File: src/rtl/exe_muldiv_pkg.sv
// Shared EXE-stage definitions for the iterative multiply/divide unit.
// Holds the funct decode constants, FSM encoding, step count and a sign helper.
package exe_muldiv_pkg;

   localparam logic [5:0] OPC_SPECIAL = 6'h00;
   localparam logic [5:0] FN_MTHI     = 6'h11;
   localparam logic [5:0] FN_MTLO     = 6'h13;
   localparam logic [5:0] FN_MULT     = 6'h18;
   localparam logic [5:0] FN_MULTU    = 6'h19;
   localparam logic [5:0] FN_DIV      = 6'h1A;
   localparam logic [5:0] FN_DIVU     = 6'h1B;

   localparam int                MD_STEPS = 32;
   localparam int                CNT_W    = $clog2(MD_STEPS);
   localparam logic [CNT_W-1:0]  CNT_LAST = CNT_W'(MD_STEPS - 1);

   typedef enum logic [1:0] {
      ST_IDLE = 2'd0,
      ST_RUN  = 2'd1,
      ST_FIX  = 2'd2,
      ST_DONE = 2'd3
   } md_state_t;

   function automatic logic [31:0] cond_neg32(input logic [31:0] v, input logic en);
      return en ? (~v + 32'd1) : v;
   endfunction

endpackage

File: src/rtl/muldiv_step.sv
// One radix-2 iteration: shift-add for multiply, restoring shift-subtract for divide.
// Purely combinational; the caller registers {hi,lo} every cycle.
module muldiv_step
   import exe_muldiv_pkg::*;
(
   input  logic        is_div,
   input  logic [31:0] opnd,
   input  logic [31:0] hi_in,
   input  logic [31:0] lo_in,
   output logic [31:0] hi_out,
   output logic [31:0] lo_out
);

   logic [32:0] sum;
   logic [32:0] shifted;
   logic        ge;

   always_comb begin
      sum     = {1'b0, hi_in} + (lo_in[0] ? {1'b0, opnd} : 33'd0);
      shifted = {hi_in, lo_in[31]};
      ge      = (shifted >= {1'b0, opnd});
      if (is_div) begin
         // partial remainder is always below the divisor, so 32 bits suffice
         hi_out = ge ? (shifted[31:0] - opnd) : shifted[31:0];
         lo_out = {lo_in[30:0], ge};
      end else begin
         hi_out = sum[32:1];
         lo_out = {sum[0], lo_in[31:1]};
      end
   end

endmodule

File: src/rtl/exe_muldiv.sv
// Iterative MULT/MULTU/DIV/DIVU with HI/LO and MTHI/MTLO; 34-cycle stall per mul/div.
// stall holds upstream during issue, RUN and FIX; flush aborts without touching HI/LO.
module exe_muldiv
   import exe_muldiv_pkg::*;
(
   input  logic        clk,
   input  logic        rst_n,
   input  logic        issue,
   input  logic        flush,
   input  logic [31:0] instruction,
   input  logic [31:0] A,
   input  logic [31:0] B,
   output logic        stall,
   output logic        done,
   output logic [31:0] hi,
   output logic [31:0] lo
);

   md_state_t        state, state_nxt;
   logic [5:0]       opc, fn;
   logic             is_special, is_mul, is_div, is_muldiv, is_sgn, is_mthi, is_mtlo;
   logic             start, step_en, fix_wr, mt_wr, stall_c;
   logic [CNT_W-1:0] cnt;
   logic             md_div, neg_q, neg_r, b_zero;
   logic [31:0]      opnd, p_hi, p_lo, step_hi, step_lo;
   logic [31:0]      a_mag, b_mag, fix_hi, fix_lo;
   logic [63:0]      prod_fix;
   logic             unused_instr;

   assign opc          = instruction[31:26];
   assign fn           = instruction[5:0];
   assign unused_instr = ^instruction[25:6];
   assign is_special   = (opc == OPC_SPECIAL);
   assign is_mul       = is_special && (fn == FN_MULT || fn == FN_MULTU);
   assign is_div       = is_special && (fn == FN_DIV  || fn == FN_DIVU);
   assign is_muldiv    = is_mul || is_div;
   assign is_sgn       = (fn == FN_MULT || fn == FN_DIV);
   assign is_mthi      = is_special && (fn == FN_MTHI);
   assign is_mtlo      = is_special && (fn == FN_MTLO);

   assign a_mag = cond_neg32(A, is_sgn && A[31]);
   assign b_mag = cond_neg32(B, is_sgn && B[31]);

   always_ff @(posedge clk or negedge rst_n) begin
      if (!rst_n) state <= ST_IDLE;
      else        state <= state_nxt;
   end

   always_comb begin
      state_nxt = state;
      stall_c   = 1'b0;
      done      = 1'b0;
      start     = 1'b0;
      step_en   = 1'b0;
      fix_wr    = 1'b0;
      mt_wr     = 1'b0;
      case (state)
         ST_IDLE: begin
            if (issue && !flush) begin
               if (is_muldiv) begin
                  start     = 1'b1;
                  stall_c   = 1'b1;
                  state_nxt = ST_RUN;
               end else if (is_mthi || is_mtlo) begin
                  mt_wr = 1'b1;
               end
            end
         end
         ST_RUN: begin
            stall_c = 1'b1;
            if (flush) begin
               state_nxt = ST_IDLE;
            end else begin
               step_en = 1'b1;
               if (cnt == CNT_LAST) state_nxt = ST_FIX;
            end
         end
         ST_FIX: begin
            stall_c = 1'b1;
            if (flush) begin
               state_nxt = ST_IDLE;
            end else begin
               fix_wr    = 1'b1;
               state_nxt = ST_DONE;
            end
         end
         ST_DONE: begin
            done      = 1'b1;
            state_nxt = ST_IDLE;
         end
         default: state_nxt = ST_IDLE;
      endcase
   end

   // an issue held high during reset must not leak a stall
   assign stall = stall_c && rst_n;

   muldiv_step u_step (
      .is_div (md_div),
      .opnd   (opnd),
      .hi_in  (p_hi),
      .lo_in  (p_lo),
      .hi_out (step_hi),
      .lo_out (step_lo)
   );

   // divide by zero: the remainder path already yields A once sign-restored
   always_comb begin
      prod_fix = {p_hi, p_lo};
      if (neg_q) prod_fix = ~prod_fix + 64'd1;
      if (md_div) begin
         fix_hi = cond_neg32(p_hi, neg_r);
         fix_lo = b_zero ? 32'hFFFF_FFFF : cond_neg32(p_lo, neg_q);
      end else begin
         fix_hi = prod_fix[63:32];
         fix_lo = prod_fix[31:0];
      end
   end

   always_ff @(posedge clk or negedge rst_n) begin
      if (!rst_n) begin
         hi     <= 32'd0;
         lo     <= 32'd0;
         cnt    <= '0;
         opnd   <= 32'd0;
         p_hi   <= 32'd0;
         p_lo   <= 32'd0;
         md_div <= 1'b0;
         neg_q  <= 1'b0;
         neg_r  <= 1'b0;
         b_zero <= 1'b0;
      end else begin
         if (start) begin
            md_div <= is_div;
            neg_q  <= (is_sgn && A[31]) ^ (is_sgn && B[31]);
            neg_r  <= is_sgn && A[31];
            b_zero <= is_div && (B == 32'd0);
            cnt    <= '0;
            p_hi   <= 32'd0;
            p_lo   <= is_div ? a_mag : b_mag;
            opnd   <= is_div ? b_mag : a_mag;
         end
         if (step_en) begin
            p_hi <= step_hi;
            p_lo <= step_lo;
            cnt  <= cnt + CNT_W'(1);
         end
         if (fix_wr) begin
            hi <= fix_hi;
            lo <= fix_lo;
         end
         if (mt_wr && is_mthi) hi <= A;
         if (mt_wr && is_mtlo) lo <= A;
      end
   end

endmodule

File: config.mk
export PLATFORM = sky130hd
export DESIGN_NAME = exe_muldiv
export DESIGN_NICKNAME = d
export VERILOG_FILES = /design/src/rtl/exe_muldiv_pkg.sv /design/src/rtl/muldiv_step.sv /design/src/rtl/exe_muldiv.sv
export SDC_FILE = /design/constraint.sdc
export NUM_CORES = 1
export LEC_CHECK = 0
export ABC_AREA = 0
export BUFFER_PORTS_ARGS = -buffer_cell sky130_fd_sc_hd__buf_2
export CAP_MARGIN = 20
export CORE_MARGIN = 2
export CORE_UTILIZATION = 45
export DETAILED_ROUTE_END_ITERATION = 10
export HOLD_SLACK_MARGIN = 0.02
export PLACE_DENSITY_LB_ADDON = 0.12
export SYNTH_ARGS = -nofsm -noshare
export SYNTH_HDL_FRONTEND = slang
export SYNTH_SLANG_ARGS = --single-unit
File: constraint.sdc
create_clock -name clk -period 7.2 [get_ports clk]
set_clock_uncertainty 0.15 [all_clocks]
set_input_delay 0.36 -clock clk [delete_from_list [all_inputs] [get_ports clk]]
set_output_delay 0.36 -clock clk [all_outputs]
set_load 0.05 [all_outputs]
Word-level counts from Yosys, hierarchy flattened. Cells that the tools add are included.

Equality and inequality tests: 13. Bitwise operators: 6. $add $sub $neg: 8. Reductions and logical operators: 25. Order comparisons: 1. Mux-type cells: 42.

Operators by type and width (count): 32-bit 2-to-1 mux (21); 32-bit by 1-bit adder with 32-bit output (second input constant) (4); 32-bit inverter (4); 64-bit by 1-bit adder with 64-bit output (second input constant) (1); 64-bit 2-to-1 mux (1); 64-bit inverter (1); 6-bit by 5-bit == test with 1-bit output (second input constant) (6); 32-bit by 33-bit adder with 33-bit output (1); 33-bit by 32-bit greater-or-equal comparator with 1-bit output (1); 32-bit zero test (1); 32-bit subtractor (1); 1-bit logical AND (11); 1-bit 2-to-1 mux (11); 2-bit 2-to-1 mux (5); 5-bit 2-to-1 mux (2); 2-bit case mux with 4 select lines (1); 6-bit zero test (1); 2-bit nonzero test (3); 5-bit by 1-bit adder with 5-bit output (second input constant) (1); 5-bit == test (second input constant) (1); 1-bit logical OR (5); 2-bit == test (second input constant) (2); 2-bit inequality test (second input constant) (2); 3-bit inequality test (second input constant) (1); other kinds (7) (7).

Flip-flop bits (word level): 171. Logic and storage cells: 106. Output and inout port bits: 66.

Longest topological paths before layout. Gate-level depths: netlist of run 1.

Depth after elaboration: 9. Depth in mapped cells: 15. Gate-level depth less buffers: 13.

By module. A second synthesis of run 1 with hierarchy kept.

Cell total of the unflattened synthesis: 1972. Area, all modules: 15658.8 um^2.

Modules (own cells, without submodules): exe_muldiv (times used 1, area an instance 10791.6 um^2, cells an instance 1267); muldiv_step (times used 1, area an instance 4867.2 um^2, cells an instance 705).

Worst setup path before layout of run 1. OpenSTA, ideal clock, no wires.

Kind: register to register. From: register p_lo[0]. To: register p_hi[26]. Required time: 6.956 ns. Cell stages (with the launch flop): 15. Setup slack: 3.854 ns. Arrival time: 3.102 ns. Path through: dfrtp_1 clkbuf_1 inv_1 clkbuf_1 nor2_1 ha_1 a21oi_1 o21ai_0 o21ai_0 o21ai_0 a41o_1 o31ai_1 o21ai_0 xnor2_1 a211oi_1.

Cells in the longest elaborated chain, start to end: 4.

Ends and longest elaborated chain: from (decl) (line exe_muldiv.sv:25) `logic [31:0] opnd, p_hi, p_lo, step_hi, step_lo;`; from (signal assigned) (line exe_muldiv.sv:140) `p_lo <= is_div ? a_mag : b_mag;`; from (signal assigned) (line exe_muldiv.sv:145) `p_lo <= step_lo;`; 32-bit 2-to-1 mux (line muldiv_step.sv:19) `sum = {1'b0, hi_in} + (lo_in[0] ? {1'b0, opnd} : 33'd0);`; 32-bit by 33-bit adder with 33-bit output (line muldiv_step.sv:19); 32-bit 2-to-1 mux (line muldiv_step.sv:22) `if (is_div) begin`; 32-bit 2-to-1 mux (line exe_muldiv.sv:143) `if (step_en) begin`; to (signal assigned) (line exe_muldiv.sv:144) `p_hi <= step_hi;`; to (decl) (line exe_muldiv.sv:25).

Every way passes these cells. A chain may end at the register's enable or synchronous reset.

Worst setup path in the final report of run 1. Ends and elaborated chain as after synthesis.

==> results of run 1 <==
[cell families (layout without fill, tap and decap cells)]
| group | Yosys count | in the layout | share of synthesized area |
|---|---|---|---|
| AOI/OAI and AO/OA | 670 | 670 | 0.278 |
| buffers and inverters | 193 | 262 | 0.0503 |
| DFF | 171 | 171 | 0.286 |
| adders and majority gates | 77 | 77 | 0.0653 |
| xor gates and xnor gates | 168 | 168 | 0.0982 |
| muxes | 58 | 58 | 0.0392 |
| and+or+nand+nor | 579 | 579 | 0.183 |
[per-layer routing]
metal / wire [µm] / GRT usage / share of wire
met1: 23700 / 0.415 / 0.48
met2: 22000 / 0.441 / 0.44
met3: 2800 / 0.0352 / 0.056
met4: 1130 / 0.0769 / 0.023
met5: 0 / 0 / 0
[final cells by class]
cell class	count	area [µm²]	area share
clock buffer	19	443	0.0268
clock inverter	13	118	0.00711
inverter	63	236	0.0143
multi-input combinational	1552	9980	0.603
sequential	171	4280	0.259
tap	442	553	0.0334
timing repair buffer	167	945	0.0571
[metrics by stage]
| stage | instances | hold slack [ns] | instance area (µm²) |
|---|---|---|---|
| floorplan | 1916 | -0.0856 | 15000 |
| global placement | 2392 | 0.0953 | 15900 |
| detailed placement | 2392 | 0.0932 | 15900 |
| CTS | 2425 | 0.0442 | 16500 |
| global route | 2427 | 0.0761 | 16600 |
| finish | 2427 | 0.0640 | 16600 |
[cell usage after synthesis, drive strengths merged (37+ instances only)]
cell	n	area (µm²)
a211oi	53	398
a21oi	136	684
clkbuf	109	409
dfrtp	171	4280
ha	75	938
inv	62	233
mux2i	53	531
nand2	200	753
nor2	153	577
nor3	42	220
o211ai	37	278
o21ai	230	1150
xnor2	111	972
xor2	57	499
[worst max-delay path, cell delays in order, from the launching register on]
cell,delay [ns]
dfrtp_1,0.59
inv_1,0.27
buf_16,0.24
nor2_1,0.13
ha_1,0.29
a21oi_1,0.15
o21ai_0,0.20
o21ai_0,0.39
o21ai_0,0.32
a41o_1,0.34
o31ai_1,0.55
o21ai_0,0.22
xnor2_1,0.16
a211oi_1,0.23
[power breakdown]
group	internal, mW	total (mW)	leakage [nW]	switching (mW)
Clock	0.489	0.914	0.274	0.425
Sequential	1.28	1.73	2.03	0.452
Combinational	1.03	2.91	4.90	1.89
Total	2.79	5.56	7.20	2.76
[how the worst min path moves through the flow]
stage                from                 end  slack, ns  cells past startpoint
finish              A[17]  lo[17]$_DFFE_PN0P_       0.06                      3
global route        A[16]  hi[16]$_DFFE_PN0P_       0.08                      3
CTS                 A[17]  lo[17]$_DFFE_PN0P_       0.04                      3
detailed placement  rst_n  lo[13]$_DFFE_PN0P_       0.09                      1
global placement    rst_n  lo[13]$_DFFE_PN0P_        0.1                      1
floorplan           rst_n  b_zero$_DFFE_PN0P_      -0.09                      0
[flip-flops by register name, indices dropped and copies added, names as in the netlist]
signal  cells
opnd       32
lo         32
b_zero      1
hi         32
cnt         5
p_hi       32
neg_r       1
p_lo       32
state       2
neg_q       1
md_div      1
==> impl_metrics.py, run 1 <==
metrics = {
    "detailed_routing": {
        "routed-via-count": 14524,
        "drt_iter0_drc": 1156,
        "drc_errors": 0,
        "wl_per_cell_um": 20.4,
        "drt-total-wl_um": 49600,
        "viasPerCell": 5.98,
        "firstDrtPassIters": 5,
        "drtAntennaViolNets": 0,
    },
    "floorplan": {
        "io_pins": 166,
        "core_region_area_um2": 32600,
        "std_cell_rows": 66,
        "start_util": 0.459,
        "dieArea_um2": 34800,
        "die_width_um": 186,
        "die_h_um": 186,
    },
    "synthesis": {
        "synth_cell_type_count": 81,
        "yosys_warnings": 0,
        "synthArstFlopShare": 1.00,
        "ys.flop_type": "dfrtp_1",
        "netlist_instances": 1916,
        "seq_area_frac_synth": 0.286,
        "syn_area_um2": 15000,
        "ys_ff_latch": 171,
        "synth_fp_nets": 2093,
        "synth_edf_count": 0,
        "syn_avg_cell_area_um2": 7.82,
    },
    "place": {
        "place_hpwl_um": 37200,
        "io_buffers": 145,
        "preCtsSetupSlack_ns": 2.36,
        "gp_congestion": 0.941,
    },
    "setup_path": {
        "worstSetupEndpointType": "flip-flop",
        "timing.rr.start": "p_lo[0]$_DFFE_PN0P_",
        "cp-start-kind": "flip-flop",
        "crit_type": "flip-flop to flip-flop",
        "timing.rr.end": "p_hi[26]$_DFFE_PN0P_",
        "cp-startpoint": "p_lo[0]$_DFFE_PN0P_",
        "critPathArrivalTime_ns": 4.53,
        "crit_end": "p_hi[26]$_DFFE_PN0P_",
        "r2r_cells": 13,
        "critPathMaxFanout": 29,
        "cp.required_ns": 7.40,
        "reg2reg_slack_ns": 2.87,
    },
    "cts": {
        "cts_made_buffers": 17,
        "cts.sinks": 171,
        "cts_tree": "yes",
        "clockRootBuffer": "clkbuf_16",
        "clkTransAtPathRegs_ns": 0.07,
        "cts_setup_buffers": 0,
        "insertion_delay_ns": 0.44,
        "ctsResizeCount": 0,
        "cts_buffer_depth": 2,
        "cts_hold_buffers": 1,
        "cts_max_level": 4,
    },
    "power": {
        "powerDensity_nw_per_um2": 336,
        "p_leak_nw": 7.20,
        "total_power_mw": 5.56,
        "peakVddDrop_mv": 0.199,
    },
    "outcome": {
        "status": "completed",
    },
    "layout": {
        "layout.nets": 2149,
        "diodes": 0,
        "final_cell_mix": "o21ai_0 (204), nand2_1 (199), dfrtp_1 (170), nor2_1 (150), buf_2 (144)",
        "fill_cells": 3162,
        "layout_commonest_cell": "o21ai_0",
        "syn2layout_area_growth_pct": 10.5,
        "fin_util": 0.507,
        "drive_gt1_frac": 0.118,
    },
    "global_routing": {
        "track_usage": 0.283,
        "grt_overflow_total": 0,
        "grt_max_degree": 146,
        "antenna_found_initial": 0,
        "grt_pass1_wl_um": 78700,
        "first_global_vias": 13821,
    },
    "worst_hold_path": {
        "hold_path.class": "input port to flip-flop",
    },
    "sta": {
        "maxSlewHeadroom": 0.336,
        "timing.final.ws_setup_ns": 2.87,
        "period_minus_slack_ns": 4.33,
        "slew_viol_final": 0,
        "finalHoldViolCount": 0,
        "finalCritPeriodShare": 0.602,
        "fmax_mhz": 231,
        "worstMarginPinSlew_ns": 0.993,
        "setup_violations": 0,
        "rsz0062_at_grt": "no",
        "setup_tns_ns": 0,
    },
    "job": {
        "max_cap_violations": 0,
    },
}
(Power assumes the default switching activity.)
==> run 2, diff against run 1 <==
==> constraint.sdc (replaced) <==
create_clock -name clk -period 3.8 [get_ports clk]
set_clock_uncertainty 0.15 [all_clocks]
set_input_delay 0.19 -clock clk [delete_from_list [all_inputs] [get_ports clk]]
set_output_delay 0.19 -clock clk [all_outputs]
set_load 0.05 [all_outputs]
==> impl_metrics.py, run 2 (synthesis results as in run 1) <==
metrics = {
    "place": {
        "place_hpwl_um": 40000,
        "io_buffers": 145,
        "gp_congestion": 0.908,
        "dpl_cell_area_um2": 16500,
    },
    "global_routing": {
        "grt_overflow_total": 0,
        "grt_pass1_wl_um": 82000,
        "grt_max_degree": 108,
        "antenna_found_initial": 0,
        "track_usage": 0.295,
        "first_global_vias": 14325,
    },
    "layout": {
        "fill_cells": 3110,
        "diodes": 0,
        "register_area_um2": 4280,
        "final_area_um2": 17500,
        "final_cell_mix": "o21ai_0 (202), nand2_1 (199), dfrtp_1 (170), nor2_1 (150), buf_2 (144)",
        "drive_gt1_frac": 0.148,
        "layout.nets": 2262,
        "syn2layout_area_growth_pct": 17.1,
        "multiInputGateArea_um2": 9990,
        "layout_commonest_cell": "o21ai_0",
    },
    "cts": {
        "clkTransAtPathRegs_ns": 0.07,
        "cts_tree": "yes",
        "cts_made_buffers": 17,
        "clockRootBuffer": "clkbuf_16",
        "cts.sinks": 171,
        "cts_setup_buffers": 0,
        "cts_max_level": 4,
        "cts_buffer_depth": 2,
        "insertion_delay_ns": 0.45,
    },
    "floorplan": {
        "die_width_um": 186,
        "dieArea_um2": 34800,
        "io_pins": 166,
        "core_region_area_um2": 32600,
        "start_util": 0.459,
        "std_cell_rows": 66,
        "die_h_um": 186,
    },
    "sta": {
        "setup_violations": 0,
        "finalHoldViolCount": 0,
        "fmax_mhz": 277,
        "maxSlewHeadroom": 0.321,
        "setup_tns_ns": 0,
        "rsz0062_at_grt": "no",
        "finalCritPeriodShare": 0.950,
        "slew_viol_final": 0,
        "worstMarginPinSlew_ns": 1.02,
        "period_minus_slack_ns": 3.61,
    },
    "setup_path": {
        "cp_slowest_cell": "dfrtp_1",
        "critPathMaxStageDelay_ns": 0.53,
        "crit_type": "flip-flop to flip-flop",
        "critPathArrivalTime_ns": 3.78,
        "cp-start-kind": "flip-flop",
        "worstSetupEndpointType": "flip-flop",
        "critPathMaxFanout": 7,
        "cp.required_ns": 3.97,
        "crit_chain": "ha_1, inv_1, fa_1, nand2b_1, a21oi_1, o41ai_1, buf_4, o21ai_0, o31ai_1, buf_4, o211a_1, o21a_1, o31ai_1, a2bb2oi_1",
    },
    "detailed_routing": {
        "drt-total-wl_um": 51900,
        "drt_iter0_drc": 1352,
        "wl_per_cell_um": 20.5,
        "viasPerCell": 5.99,
        "drc_errors": 0,
        "drtAntennaViolNets": 0,
        "firstDrtPassIters": 6,
        "routed-via-count": 15221,
    },
    "power": {
        "peakVddDrop_mv": 0.322,
        "powerDensity_nw_per_um2": 634,
        "total_power_mw": 11.1,
        "p_leak_nw": 7.74,
    },
    "outcome": {
        "status": "completed",
    },
    "worst_hold_path": {
        "hold_path.class": "input port to flip-flop",
    },
    "job": {
        "max_cap_violations": 0,
    },
}
run 2: cell types whose count changed in the layout (fill, tap and decap cells not counted), sizes merged, moves of 3 or more:
cell and delta:
buf +77, dlygate4sd3 +36, clkinv -5, clkbuf +3
inv -3
run 2: through the flow:
stage | std cells | hold slack [ns] | setup slack, ns | utilization
finish | 2539 | 0.0584 | 0.191 | 0.538
detailed placement | 2471 | 0.0751 | 0.145 | 0.507
global route | 2539 | 0.0799 | 0.0645 | 0.538
floorplan | 1916 | -0.256 | 0.454 | -
global placement | 2471 | 0.0766 | 0.169 | 0.507
CTS | 2539 | 0.0469 | 0.167 | 0.537
run 2: power by group:
part | switching (mW) | internal, mW | total (mW)
clock network | 0.795 | 1.09 | 1.88
logic | 3.92 | 2.26 | 6.17
registers | 0.635 | 2.42 | 3.06
total | 5.35 | 5.76 | 11.1
run 2: layout make-up:
type	instances	share of cell area
inverter	63	0.0135
clock inverter	9	0.00785
timing repair buffer	280	0.106
sequential	171	0.244
clock buffer	22	0.0270
tap	442	0.0315
multi-input combinational	1552	0.570
run 2: path summary, 6_finish.rpt:
check / from / endpoint / slack (ns) / depth (start not counted)
setup reg to reg: p_hi[0]$_DFFE_PN0P_ / p_hi[27]$_DFFE_PN0P_ / 0.19 / 14
hold reg to reg: opnd[20]$_DFFE_PN0P_ / opnd[20]$_DFFE_PN0P_ / 0.34 / 2
min in group asynchronous: rst_n / lo[0]$_DFFE_PN0P_ / 0.16 / 2
setup / recovery: p_hi[0]$_DFFE_PN0P_ / p_hi[27]$_DFFE_PN0P_ / 0.19 / 14
hold / removal: B[27] / opnd[27]$_DFFE_PN0P_ / 0.06 / 5
max in group asynchronous: rst_n / md_div$_DFFE_PN0P_ / 2.29 / 3
run 2: worst max-delay path: cells and delay by family, from the launching register on:
kind                     cells  cell delay (ns)
AND/OR/NAND/NOR              1             0.20
flip-flops                   1             0.53
buffers and inverters        3             0.38
adder cells (fa/ha/maj)      2             0.68
AO/OA/AOI/OAI                8             1.55
run 2: layer usage:
metal / vias to the layer above / track usage / wire length [µm]
li1: 7307 / - / -
met5: - / 0 / 0
met3: 51 / 0.0327 / 3560
met2: 631 / 0.482 / 23800
met4: 0 / 0.0617 / 714
met1: 7232 / 0.423 / 23900
run 2: repair_timing:
| action | in CTS | in global routing |
|---|---|---|
| gates resized for setup | 0 | 4 |
| hold endpoints to repair | 131 | 0 |
| endpoints found under the setup margin | 0 | 5 |
| hold buffers | 37 | 0 |
